[src/rtl/muldiv_pkg.sv]
// Shared definitions for the multiply/divide sequencer: op encodings, FSM states
// and the fixed results used for divide-by-zero and signed overflow.
package muldiv_pkg;

   localparam logic [2:0] OpMult  = 3'd0;
   localparam logic [2:0] OpMultu = 3'd1;
   localparam logic [2:0] OpDiv   = 3'd2;
   localparam logic [2:0] OpDivu  = 3'd3;
   localparam logic [2:0] OpMthi  = 3'd4;
   localparam logic [2:0] OpMtlo  = 3'd5;

   typedef enum logic [1:0] {
      StIdle,
      StRun,
      StFix
   } state_e;

   // Widest operand the constants below cover; users slice to WIDTH.
   localparam int unsigned MaxWidth = 64;

   // Divide by zero: quotient is all ones.
   localparam logic [MaxWidth-1:0] DivZeroQuo = '1;
   // Signed overflow (INT_MIN / -1): remainder is zero.
   localparam logic [MaxWidth-1:0] OvfRem = '0;

   // Signed overflow quotient is INT_MIN of the operand width.
   function automatic logic [MaxWidth-1:0] ovf_quo(input int unsigned width);
      logic [MaxWidth-1:0] q;
      q = '0;
      q[width-1] = 1'b1;
      return q;
   endfunction

   function automatic logic is_signed_op(input logic [2:0] op);
      return (op == OpMult) || (op == OpDiv);
   endfunction

   function automatic logic is_engine_op(input logic [2:0] op);
      return (op == OpMult) || (op == OpMultu) || (op == OpDiv) || (op == OpDivu);
   endfunction

   function automatic logic is_div_op(input logic [2:0] op);
      return (op == OpDiv) || (op == OpDivu);
   endfunction

endpackage

[src/rtl/muldiv_iter_core.sv]
// Unsigned radix-2 engine: shift-add multiply or restoring divide, one step per
// step_i pulse. The accumulator holds {hi, lo} of the product, or
// {remainder, quotient} of the division, after WIDTH steps.
module muldiv_iter_core
   import muldiv_pkg::*;
#(
   parameter int unsigned WIDTH = 32
) (
   input  logic               clk_i,
   input  logic               reset_i,
   input  logic               load_i,
   input  logic               step_i,
   input  logic               div_mode_i,
   input  logic [WIDTH-1:0]   a_i,
   input  logic [WIDTH-1:0]   b_i,
   output logic [2*WIDTH-1:0] acc_o
);

   logic [2*WIDTH-1:0] acc_q, acc_d;
   logic [WIDTH-1:0]   opnd_q, opnd_d;
   logic               div_q, div_d;

   logic [WIDTH:0] sum;
   logic [WIDTH:0] rem_sh;
   logic [WIDTH:0] diff;

   // Load operands or advance one multiply/divide step.
   always_comb begin
      acc_d  = acc_q;
      opnd_d = opnd_q;
      div_d  = div_q;
      sum    = {1'b0, acc_q[2*WIDTH-1:WIDTH]} + {1'b0, opnd_q};
      rem_sh = acc_q[2*WIDTH-1:WIDTH-1];
      diff   = rem_sh - {1'b0, opnd_q};
      if (load_i) begin
         div_d = div_mode_i;
         if (div_mode_i) begin
            // Dividend in the low half, divisor held aside.
            acc_d  = {{WIDTH{1'b0}}, a_i};
            opnd_d = b_i;
         end else begin
            // Multiplier in the low half is consumed LSB first.
            acc_d  = {{WIDTH{1'b0}}, b_i};
            opnd_d = a_i;
         end
      end else if (step_i) begin
         if (div_q) begin
            if (!diff[WIDTH]) begin
               acc_d = {diff[WIDTH-1:0], acc_q[WIDTH-2:0], 1'b1};
            end else begin
               acc_d = {rem_sh[WIDTH-1:0], acc_q[WIDTH-2:0], 1'b0};
            end
         end else begin
            if (acc_q[0]) begin
               acc_d = {sum, acc_q[WIDTH-1:1]};
            end else begin
               acc_d = {1'b0, acc_q[2*WIDTH-1:1]};
            end
         end
      end
   end

   // Engine state register.
   always_ff @(posedge clk_i) begin
      if (reset_i) begin
         acc_q  <= '0;
         opnd_q <= '0;
         div_q  <= 1'b0;
      end else begin
         acc_q  <= acc_d;
         opnd_q <= opnd_d;
         div_q  <= div_d;
      end
   end

   assign acc_o = acc_q;

endmodule

[src/rtl/muldiv_seq.sv]
// Multiply/divide sequencer: accepts requests from execute, drives the unsigned
// iterative core, applies sign correction and owns HI/LO.
module muldiv_seq
   import muldiv_pkg::*;
#(
   parameter int unsigned WIDTH = 32
) (
   input  logic             clk,
   input  logic             reset,
   input  logic             start,
   input  logic [2:0]       op,
   input  logic [WIDTH-1:0] a,
   input  logic [WIDTH-1:0] b,
   input  logic             cancel,
   input  logic             rd_hilo,
   output logic             busy,
   output logic             stall,
   output logic             done,
   output logic [WIDTH-1:0] hi,
   output logic [WIDTH-1:0] lo
);

   localparam int unsigned CntW = $clog2(WIDTH);
   localparam logic [CntW-1:0] LastCnt = CntW'(WIDTH - 1);

   state_e            state_q, state_d;
   logic [CntW-1:0]   cnt_q, cnt_d;
   logic [WIDTH-1:0]  hi_q, hi_d, lo_q, lo_d;
   logic              done_q, done_d;
   logic              neg_res_q, neg_res_d;  // negate product / quotient
   logic              neg_rem_q, neg_rem_d;  // negate remainder
   logic              div_q, div_d;
   logic              div0_q, div0_d;
   logic              ovf_q, ovf_d;

   logic              core_load, core_step;
   logic [2*WIDTH-1:0] core_acc;

   logic              op_signed, a_neg, b_neg;
   logic [WIDTH-1:0]  abs_a, abs_b;
   logic [WIDTH-1:0]  quo, rem, quo_fix, rem_fix;
   logic [2*WIDTH-1:0] prod_fix;
   logic [WIDTH-1:0]  int_min;

   assign int_min   = ovf_quo(WIDTH)[WIDTH-1:0];
   assign op_signed = is_signed_op(op);
   assign a_neg     = op_signed & a[WIDTH-1];
   assign b_neg     = op_signed & b[WIDTH-1];
   assign abs_a     = a_neg ? -a : a;
   assign abs_b     = b_neg ? -b : b;

   assign quo      = core_acc[WIDTH-1:0];
   assign rem      = core_acc[2*WIDTH-1:WIDTH];
   assign prod_fix = neg_res_q ? -core_acc : core_acc;
   assign quo_fix  = div0_q ? DivZeroQuo[WIDTH-1:0] :
                     ovf_q  ? int_min :
                     neg_res_q ? -quo : quo;
   assign rem_fix  = ovf_q ? OvfRem[WIDTH-1:0] : (neg_rem_q ? -rem : rem);

   muldiv_iter_core #(
      .WIDTH (WIDTH)
   ) u_core (
      .clk_i      (clk),
      .reset_i    (reset),
      .load_i     (core_load),
      .step_i     (core_step),
      .div_mode_i (is_div_op(op)),
      .a_i        (abs_a),
      .b_i        (abs_b),
      .acc_o      (core_acc)
   );

   // Next-state, engine control and HI/LO update.
   always_comb begin
      state_d   = state_q;
      cnt_d     = cnt_q;
      hi_d      = hi_q;
      lo_d      = lo_q;
      done_d    = 1'b0;
      neg_res_d = neg_res_q;
      neg_rem_d = neg_rem_q;
      div_d     = div_q;
      div0_d    = div0_q;
      ovf_d     = ovf_q;
      core_load = 1'b0;
      core_step = 1'b0;
      unique case (state_q)
         StIdle: begin
            // A flush in the same cycle drops the request.
            if (start && !cancel) begin
               if (is_engine_op(op)) begin
                  core_load = 1'b1;
                  state_d   = StRun;
                  cnt_d     = '0;
                  div_d     = is_div_op(op);
                  neg_res_d = a_neg ^ b_neg;
                  neg_rem_d = a_neg;
                  div0_d    = is_div_op(op) && (b == '0);
                  ovf_d     = (op == OpDiv) && (a == int_min) && (b == '1);
               end else if (op == OpMthi) begin
                  hi_d = a;
               end else if (op == OpMtlo) begin
                  lo_d = a;
               end
            end
         end
         StRun: begin
            if (cancel) begin
               state_d = StIdle;
            end else begin
               core_step = 1'b1;
               cnt_d     = cnt_q + 1'b1;
               if (cnt_q == LastCnt) begin
                  state_d = StFix;
               end
            end
         end
         StFix: begin
            state_d = StIdle;
            if (!cancel) begin
               done_d = 1'b1;
               if (div_q) begin
                  hi_d = rem_fix;
                  lo_d = quo_fix;
               end else begin
                  hi_d = prod_fix[2*WIDTH-1:WIDTH];
                  lo_d = prod_fix[WIDTH-1:0];
               end
            end
         end
         default: state_d = StIdle;
      endcase
   end

   // Sequencer state with synchronous reset.
   always_ff @(posedge clk) begin
      if (reset) begin
         state_q   <= StIdle;
         cnt_q     <= '0;
         hi_q      <= '0;
         lo_q      <= '0;
         done_q    <= 1'b0;
         neg_res_q <= 1'b0;
         neg_rem_q <= 1'b0;
         div_q     <= 1'b0;
         div0_q    <= 1'b0;
         ovf_q     <= 1'b0;
      end else begin
         state_q   <= state_d;
         cnt_q     <= cnt_d;
         hi_q      <= hi_d;
         lo_q      <= lo_d;
         done_q    <= done_d;
         neg_res_q <= neg_res_d;
         neg_rem_q <= neg_rem_d;
         div_q     <= div_d;
         div0_q    <= div0_d;
         ovf_q     <= ovf_d;
      end
   end

   assign busy  = (state_q != StIdle);
   assign stall = busy & rd_hilo;
   assign done  = done_q;
   assign hi    = hi_q;
   assign lo    = lo_q;

endmodule

[config.mk]
export PLATFORM = sky130hd
export DESIGN_NAME = muldiv_seq
export DESIGN_NICKNAME = d
export VERILOG_FILES = /design/src/rtl/muldiv_pkg.sv /design/src/rtl/muldiv_iter_core.sv /design/src/rtl/muldiv_seq.sv
export SDC_FILE = /design/constraint.sdc
export NUM_CORES = 1
export LEC_CHECK = 0
export ABC_CLOCK_PERIOD_IN_PS = 4400
export CAP_MARGIN = 5
export CORE_MARGIN = 1.5
export CORE_UTILIZATION = 35
export DETAILED_ROUTE_END_ITERATION = 10
export PLACE_DENSITY = 0.64
export SKIP_CTS_REPAIR_TIMING = 1
export SLEW_MARGIN = 40
export SYNTH_ARGS = -nofsm -noshare
export SYNTH_HDL_FRONTEND = slang
export SYNTH_SLANG_ARGS = --single-unit
[constraint.sdc]
create_clock -name clk -period 4.4 [get_ports clk]
set_input_delay 1.32 -clock clk [delete_from_list [all_inputs] [get_ports clk]]
set_output_delay 1.32 -clock clk [all_outputs]
set_load 0.005 [all_outputs]
# Yosys cells after proc, flatten, opt, wreduce, memory -nomap -nowiden
# Cells that the tools add are included.
# totals
register_bits,174
wordCells,110
output_inout_bits,67
# classes
n_bitwise,5
mux,42
n_reduce_logical,23
add_sub_neg,8
n_eq_ne,19
# ops
operator,n
32-bit two-way mux,20
64-bit two-way mux,6
32-bit negation,4
32-bit case mux with 2 select lines,2
32-bit equality test (second input constant),2
64-bit negation,1
32-bit by 32-bit adder with 33-bit output,1
33-bit by 32-bit subtractor with 33-bit output,1
32-bit logical NOT,1
2-bit inequality test (second input constant),8
5-bit two-way mux,3
5-bit case mux with 2 select lines,1
2-bit two-way mux,4
2-bit nonzero test,4
3-bit by 2-bit equality test with 1-bit output (second input constant),2
3-bit equality test (second input constant),2
3-bit AND reduction,2
6-bit AND reduction,1
5-bit by 1-bit adder with 5-bit output (second input constant),1
5-bit equality test (second input constant),1
1-bit logical OR,5
1-bit two-way mux,5
5-bit AND reduction,1
1-bit logical AND,4
13 further kinds,15

# Longest topological paths before layout
# Gate-level depths: netlist of run 1.
# logic_depth
ltp_word,8
depth_mapped,13
depth_no_buf,12

# Cells and area by module
# A second synthesis of run 1 with hierarchy kept.
# hier_totals
hier_cells,2219
hier_area_um2,16336.9
# by_module_without_submodules
mod,seq_area_each_um2,n_inst,cells_each,area_each_um2
muldiv_iter_core,1941.9,1,1173,8933.6
muldiv_seq,1541.5,1,1046,7403.4

# Worst setup path before layout of run 1
# OpenSTA, ideal clock, no wires.
# synth_path
path_kind,in2reg
from,input a[17]
to,register u_core.acc_q[27] (netlist: u_core.acc_o[27])
setup_slack_ns,0.463
n_path_buf,0
t_arrival_ns,3.809
required_time_ns,4.272
path_stages,9
path_cell_list,or4_1 -> or4_4 -> or4_1 -> or4_1 -> and2_1 -> xnor2_1 -> a21oi_1 -> a21oi_1 -> nor2_1
# synth_via
elab_chain_cells,4
# synth_lines
item,line,rtl
start: declaration,muldiv_seq.sv:12,"input logic [WIDTH-1:0] a,"
32-bit negation,muldiv_seq.sv:49,assign abs_a = a_neg ? -a : a;
32-bit two-way mux,muldiv_seq.sv:49,
32-bit two-way mux,muldiv_iter_core.sv:37,if (div_mode_i) begin
64-bit two-way mux,muldiv_iter_core.sv:35,if (load_i) begin
end signal: assignment,muldiv_iter_core.sv:66,acc_q <= '0;
end signal: assignment,muldiv_iter_core.sv:70,acc_q <= acc_d;
end: declaration,muldiv_iter_core.sv:19,"logic [2*WIDTH-1:0] acc_q, acc_d;"
# Every way passes these cells.
# A chain may end at the register's enable or synchronous reset.

# Final worst setup path of run 1
# layout_path
from,register u_core.acc_q[31] (netlist: u_core.acc_o[31])
to,register u_core.acc_q[33] (netlist: u_core.acc_o[33])
# layout_via
elab_chain_cells,5
# layout_lines
item,line,rtl
33-bit by 32-bit subtractor with 33-bit output,muldiv_iter_core.sv:34,"diff = rem_sh - {1'b0, opnd_q};"
64-bit two-way mux,muldiv_iter_core.sv:48,if (!diff[WIDTH]) begin
64-bit two-way mux,muldiv_iter_core.sv:47,if (div_q) begin
64-bit two-way mux,muldiv_iter_core.sv:46,end else if (step_i) begin
64-bit two-way mux,muldiv_iter_core.sv:35,
# Every way passes these cells. The select of a mux whose other input is x is not followed.

==> qor.txt, run 1 <==
io pins: 139
Starting Density: 0.355
Final Hold Viols: 0
Final Cell Area: 18,600 um2
Vias per Instance: 6.11
Max Slew Vio Count: 0
mapped cell area: 15,700 um2
CTS Buf Count: 17
TritonCTS Sinks: 173
DR WL/cell: 22.9 um
power per cell area: 237 nW/um2
critical path class: flip-flop to flip-flop
H-tree depth: 4
antenna violations before repair: 1
Ys Warns: 0
worst hold stages: 2
Worst Slack Setup Final: 0.312 ns
routed vias: 18,000
setup violators final: 0
Hold WS: 0.450 ns
chip height: 215 um
HP Class: flip-flop to flip-flop
Synth Net Count: 2,380
GR Overflow Total: 0
FF-to-FF path depth: 12
fin cells: 2,938
Slew @ Worst Pin: 0.866 ns
MaxCap Viol Count: 0
Root Buffer: clkbuf_16
leak pwr: 6.87 nW
final routed DRC violation total: 0
HPWL reported at the end of detailed placement: 51,800 um
Crit. End Element: flip-flop
CTS tree: yes
core area: 44,200 um2
number of global-route vias before repair: 16,800
global router's overall resource usage: 0.285
nets: 2,475
register area share after synthesis: 0.221
status: complete, no violations
Worst Path Required: 4.81 ns
final wirelength: 67,400 um
total die area: 46,100 um2
width of the chip: 215 um
IO Port Bufs: 138
clk_lat worst skew: 0.48 ns
pre-CTS setup slack: -0.132 ns
CTS clk-pin slew, worst paths: 0.08 ns
DRT Pass-1 Iters: 8
Post-synth EDFFs: 0
initial DRC count: 2,032
flop-to-flop setup slack: 0.31 ns
average cell area after synthesis: 7.02 um2
Final period util: 0.929
Distinct cells, synth: 78
Arrival @ worst endpoint: 4.50 ns
Rows: 77
Max transition margin: 0.423
CTS Buffer Depth: 2
Yosys reg bits: 173
area growth from synthesis to layout: 18.6%
maximum VDD drop: 0.000248 V
largest net degree at the start of global routing: 77
fraction of layout instances using a drive strength above 1: 0.0785
Max Fclk: 0.245 GHz
minimum clock period: 4.09 ns
CP Launch Type: flip-flop
RSZ-0062 raised after global routing: false
Routed Antenna Nets: 0
dpl cells: 2,903
RD Place Congestion: 1.00
first-pass GRT wire length: 102,000 um
Mapped Cells: 2,235
Max Fanout on Critical Path: 7
clock skew: 0.0164 ns
main flop type after synthesis: dfxtp_1
Cell Area, Placed: 18,000 um2
share of async-settable or async-resettable flops after synthesis: 0
[final cells by class]
cell class,instances,area (um2)
Sequential cell,173,3470
Antenna cell,3,7.51
Inverter,66,248
Clock inverter,14,140
Multi-Input combinational cell,1830,11400
Clock buffer,18,439
Timing Repair Buffer,242,2190
Fill cell,4516,25600
Tap cell,592,741
[report_power, final]
part	internal, mW	switching, mW	total (mW)
clock	0.771	0.794	1.57
sequential	1.60	0.0581	1.66
combinational	0.434	0.744	1.18
[flip-flops by register name, indices dropped and copies added, names as in the netlist]
| signal | flops |
|---|---|
| lo | 32 |
| done | 1 |
| cnt_q | 5 |
| u_core.acc_o | 64 |
| state_q | 2 |
| hi | 32 |
| div0_q | 1 |
| div_q | 1 |
| u_core.opnd_q | 32 |
| ovf_q | 1 |
| neg_rem_q | 1 |
| neg_res_q | 1 |
[cells in the mapped netlist (all sizes together) (32+ instances only)]
cell type    n  area (um2)
nor3        53         277
inv         64         240
nand2      269        1010
o21ai      175         876
a31oi       51         319
dfxtp      173        3460
a21oi      268        1340
nor2       208         781
clkbuf     156         587
o211ai      74         556
xnor2       84         736
nand3       42         210
xor2        80         701
a21o        32         240
ha          71         888
mux2i       43         430
[placed cells by master (no fill, tap or decap), types with 31 or more instances in the layout]
cell	instances
a211oi_1	31
a21o_1	32
a21oi_1	265
a31oi_1	51
buf_4	101
clkdlybuf4s50_1	136
dfxtp_1	172
ha_1	71
inv_1	63
mux2i_1	42
nand2_1	269
nand3_1	42
nor2_1	206
nor3_1	52
o211ai_1	74
o21ai_0	175
xnor2_1	84
xor2_1	80
[worst max-delay path, cell delays in order, from the launching register on]
cell      delay (ns)
dfxtp_1         0.42
inv_1           0.17
ha_1            0.26
fa_1            0.41
nand2b_1        0.19
a21oi_1         0.23
o21a_1          0.28
a31o_2          0.30
a21oi_1         0.22
mux2i_2         0.58
nand2_1         0.44
a211oi_1        0.37
o21a_1          0.17
[worst paths after layout]
path | from | to
max | u_core.acc_o[31]$_SDFFE_PP0P_ | u_core.acc_o[33]$_SDFFE_PP0P_
min | hi[12]$_SDFFE_PP0P_ | hi[12]$_SDFFE_PP0P_
max reg2reg | u_core.acc_o[31]$_SDFFE_PP0P_ | u_core.acc_o[33]$_SDFFE_PP0P_
min reg2reg | hi[12]$_SDFFE_PP0P_ | hi[12]$_SDFFE_PP0P_
[cells by family (layout without fill, tap and decap cells)]
logic type	after synthesis	count (layout)	synth area share
adders and majority gates	73	73	0.0592
DFF	173	173	0.221
other	0	3	0
and+or+nand+nor	745	745	0.221
AOI/OAI and AO/OA	792	792	0.314
xor gates and xnor gates	164	164	0.0916
muxes	56	56	0.0368
buffers and inverters	232	340	0.0567
[through the flow]
| step | utilization | total power, mW | setup TNS (ns) |
|---|---|---|---|
| final | 0.421 | 4.40 | 0 |
| after global routing | 0.420 | 4.56 | 0 |
| after CTS | 0.420 | 4.38 | 0 |
| after detailed placement | 0.407 | 2.83 | -0.395 |
| after global placement | 0.406 | 2.82 | -0.402 |
| after floorplan | - | 2.37 | 0 |
[metal layers]
metal	up-vias	GRT usage	share of wire	wire, um
li1	8374	-	-	-
met1	8477	0.376	0.42	28500
met2	940	0.442	0.44	29500
met3	169	0.0670	0.095	6380
met4	4	0.123	0.044	2940
met5	-	0	0.0013	90
Power figures use the tool's default switching activity.
==> run 2: changes to the inputs <==
Settings changed: SETUP_SLACK_MARGIN set to 0.5.
==> qor.txt, run 2 (synthesis results as in run 1) <==
status: complete, no violations
Max Fclk: 0.268 GHz (+9.6%)
Pwr Total: 4.40 mW (about the same)
CTS Buffer Depth: 2 (unchanged)
final routed DRC violation total: 0 (unchanged)
Seq pwr share: 0.377 (about the same)
HPWL reported at the end of detailed placement: 52,300 um (+1.1%)
initial DRC count: 1,848 (-9.1%)
antenna violations before repair: 3 (+2)
first-pass GRT wire length: 102,000 um (+0.34%)
Comb pwr share: 0.269 (about the same)
Worst R2R End: u_core.acc_o[45]$_SDFFE_PP0P_
width of the chip: 215 um (unchanged)
worst hold stages: 2 (unchanged)
Max transition margin: 0.442 (+0.0196)
CTS Buf Count: 17 (unchanged)
HP Start: hi[12]$_SDFFE_PP0P_
clock skew: 0.0150 ns (-0.00140 ns)
minimum clock period: 3.73 ns (-0.359 ns)
internal power: 2.81 mW (+0.25%)
Slew @ Worst Pin: 0.836 ns (-0.0293 ns)
GR Overflow Total: 0 (unchanged)
io pins: 139 (unchanged)
RD Place Congestion: 1.02 (+1.7%)
Worst R2R Start: u_core.acc_o[31]$_SDFFE_PP0P_
setup TNS: 0 ns (unchanged)
Arrival @ worst endpoint: 4.10 ns (-0.40 ns)
clk_lat worst skew: 0.48 ns (about the same)
CP startpoint: u_core.acc_o[31]$_SDFFE_PP0P_
DR WL/cell: 23.1 um (+0.82%)
H-tree depth: 4 (unchanged)
global router's overall resource usage: 0.287 (+0.00253)
critical path class: flip-flop to flip-flop
core area: 44,200 um2 (unchanged)
Hold EP: hi[12]$_SDFFE_PP0P_
Vias per Instance: 6.16 (+0.71%)
total die area: 46,100 um2 (unchanged)
final core occ: 0.423 (+0.00252)
Final Hold Viols: 0 (unchanged)
final wirelength: 68,000 um (+0.89%)
power per cell area: 235 nW/um2 (-0.65%)
NetSw: 1.59 mW (-0.60%)
FF-to-FF path depth: 14 (+2)
Hold WS: 0.447 ns (-0.00340 ns)
nets: 2,479 (+0.16%)
Worst Path Required: 4.77 ns (-0.04 ns)
CTS clk-pin slew, worst paths: 0.07 ns (about the same)
HP Class: flip-flop to flip-flop
Root Buffer: clkbuf_16
setup violators final: 0 (unchanged)
DRT Pass-1 Iters: 6 (-2)
Routed Antenna Nets: 0 (unchanged)
IO Port Bufs: 138 (unchanged)
number of global-route vias before repair: 16,800 (+0.15%)
Max Fanout on Critical Path: 12 (+5)
commonest non-fill, non-tap cell in the layout: nand2_1
TritonCTS Sinks: 173 (unchanged)
fraction of layout instances using a drive strength above 1: 0.0844 (+0.00583)
RSZ-0062 raised after global routing: false
Sw Share: 0.361 (-0.00198)
Final period util: 0.848 (-0.0816)
routed vias: 18,100 (+0.77%)
largest net degree at the start of global routing: 76 (-1.3%)
Rows: 77 (unchanged)
flop-to-flop setup slack: 0.67 ns (+0.36 ns)
CTS tree: yes
MaxCap Viol Count: 0 (unchanged)
max reg flops: 64 (unchanged)
commonest non-fill, non-tap cells in the layout: nand2_1, a21oi_1, nor2_1
maximum VDD drop: 0.000189 V (-24%)
Max Slew Vio Count: 0 (unchanged)
leak pwr: 6.95 nW (+1.1%)
Starting Density: 0.355 (unchanged)
Crit. End Element: flip-flop
Cell Area, Placed: 18,000 um2 (+0.10%)
area growth from synthesis to layout: 19.3%
chip height: 215 um (unchanged)
clock power share: 0.354 (-0.002)
CP Launch Type: flip-flop
Final Cell Area: 18,700 um2 (+0.60%)
-- run 2: changes by cell type in the layout (fill, tap and decap cells not counted), sizes merged --
cell / previous run / this run
clkdlybuf4s50: 136 / 131
clkinv: 6 / 8
diode: 3 / 1
dlymetal6s2s: 0 / 5
buf: 106 / 110
inv: 73 / 72
clkinvlp: 1 / 0
-- run 2: worst max path at each step --
stage	to
3_5_place_dp	u_core.acc_o[31]$_SDFFE_PP0P_
4_1_cts	u_core.opnd_q[31]$_SDFFE_PP0P_
5_1_grt	u_core.acc_o[45]$_SDFFE_PP0P_
6_report	u_core.acc_o[45]$_SDFFE_PP0P_
3_3_place_gp	u_core.opnd_q[31]$_SDFFE_PP0P_
2_1_floorplan	u_core.acc_o[27]$_SDFFE_PP0P_
-- run 2: layout make-up --
type | instances | area (um2)
clock inverter | 14 | 146
antenna | 1 | 2.50
fill | 4497 | 25500
clock buffer | 18 | 439
tap | 592 | 741
sequential | 173 | 3470
timing repair buffer | 246 | 2220
multi-input combinational | 1830 | 11400
inverter | 66 | 248
-- run 2: critical path, cell delays in order, from the launching register on --
cell	delay [ns]
dfxtp_1	0.42
inv_1	0.16
ha_1	0.27
fa_1	0.41
nand2b_1	0.20
a21oi_2	0.19
o21a_1	0.21
a31o_2	0.30
a21oi_1	0.11
buf_4	0.18
mux2_2	0.34
nor2_1	0.17
buf_4	0.23
o211ai_1	0.12
a32o_1	0.30
-- run 2: through the flow --
stage | std cells | worst slack [ns]
6_report | 2940 | 0.671
5_1_grt | 2939 | 0.558
4_1_cts | 2938 | 0.260
3_5_place_dp | 2906 | -0.188
3_3_place_gp | 2906 | -0.166
2_1_floorplan | 2235 | 0.506
-- run 2: power by group through the flow --
stage               clock [mW]  combinational (mW)  sequential, mW
CTS                       1.57                1.14            1.66
detailed placement           0                1.14            1.69
global route              1.63                1.27            1.66
floorplan                    0               0.711            1.66
finish                    1.56                1.18            1.66
global placement             0                1.12            1.69
-- run 2: routing by layer --
metal,GRT usage,up-vias,routed length (um)
met5,0,-,37
met4,0.134,6,3120
met3,0.0627,171,6760
met2,0.452,952,30200
met1,0.374,8627,27900
li1,-,8347,-
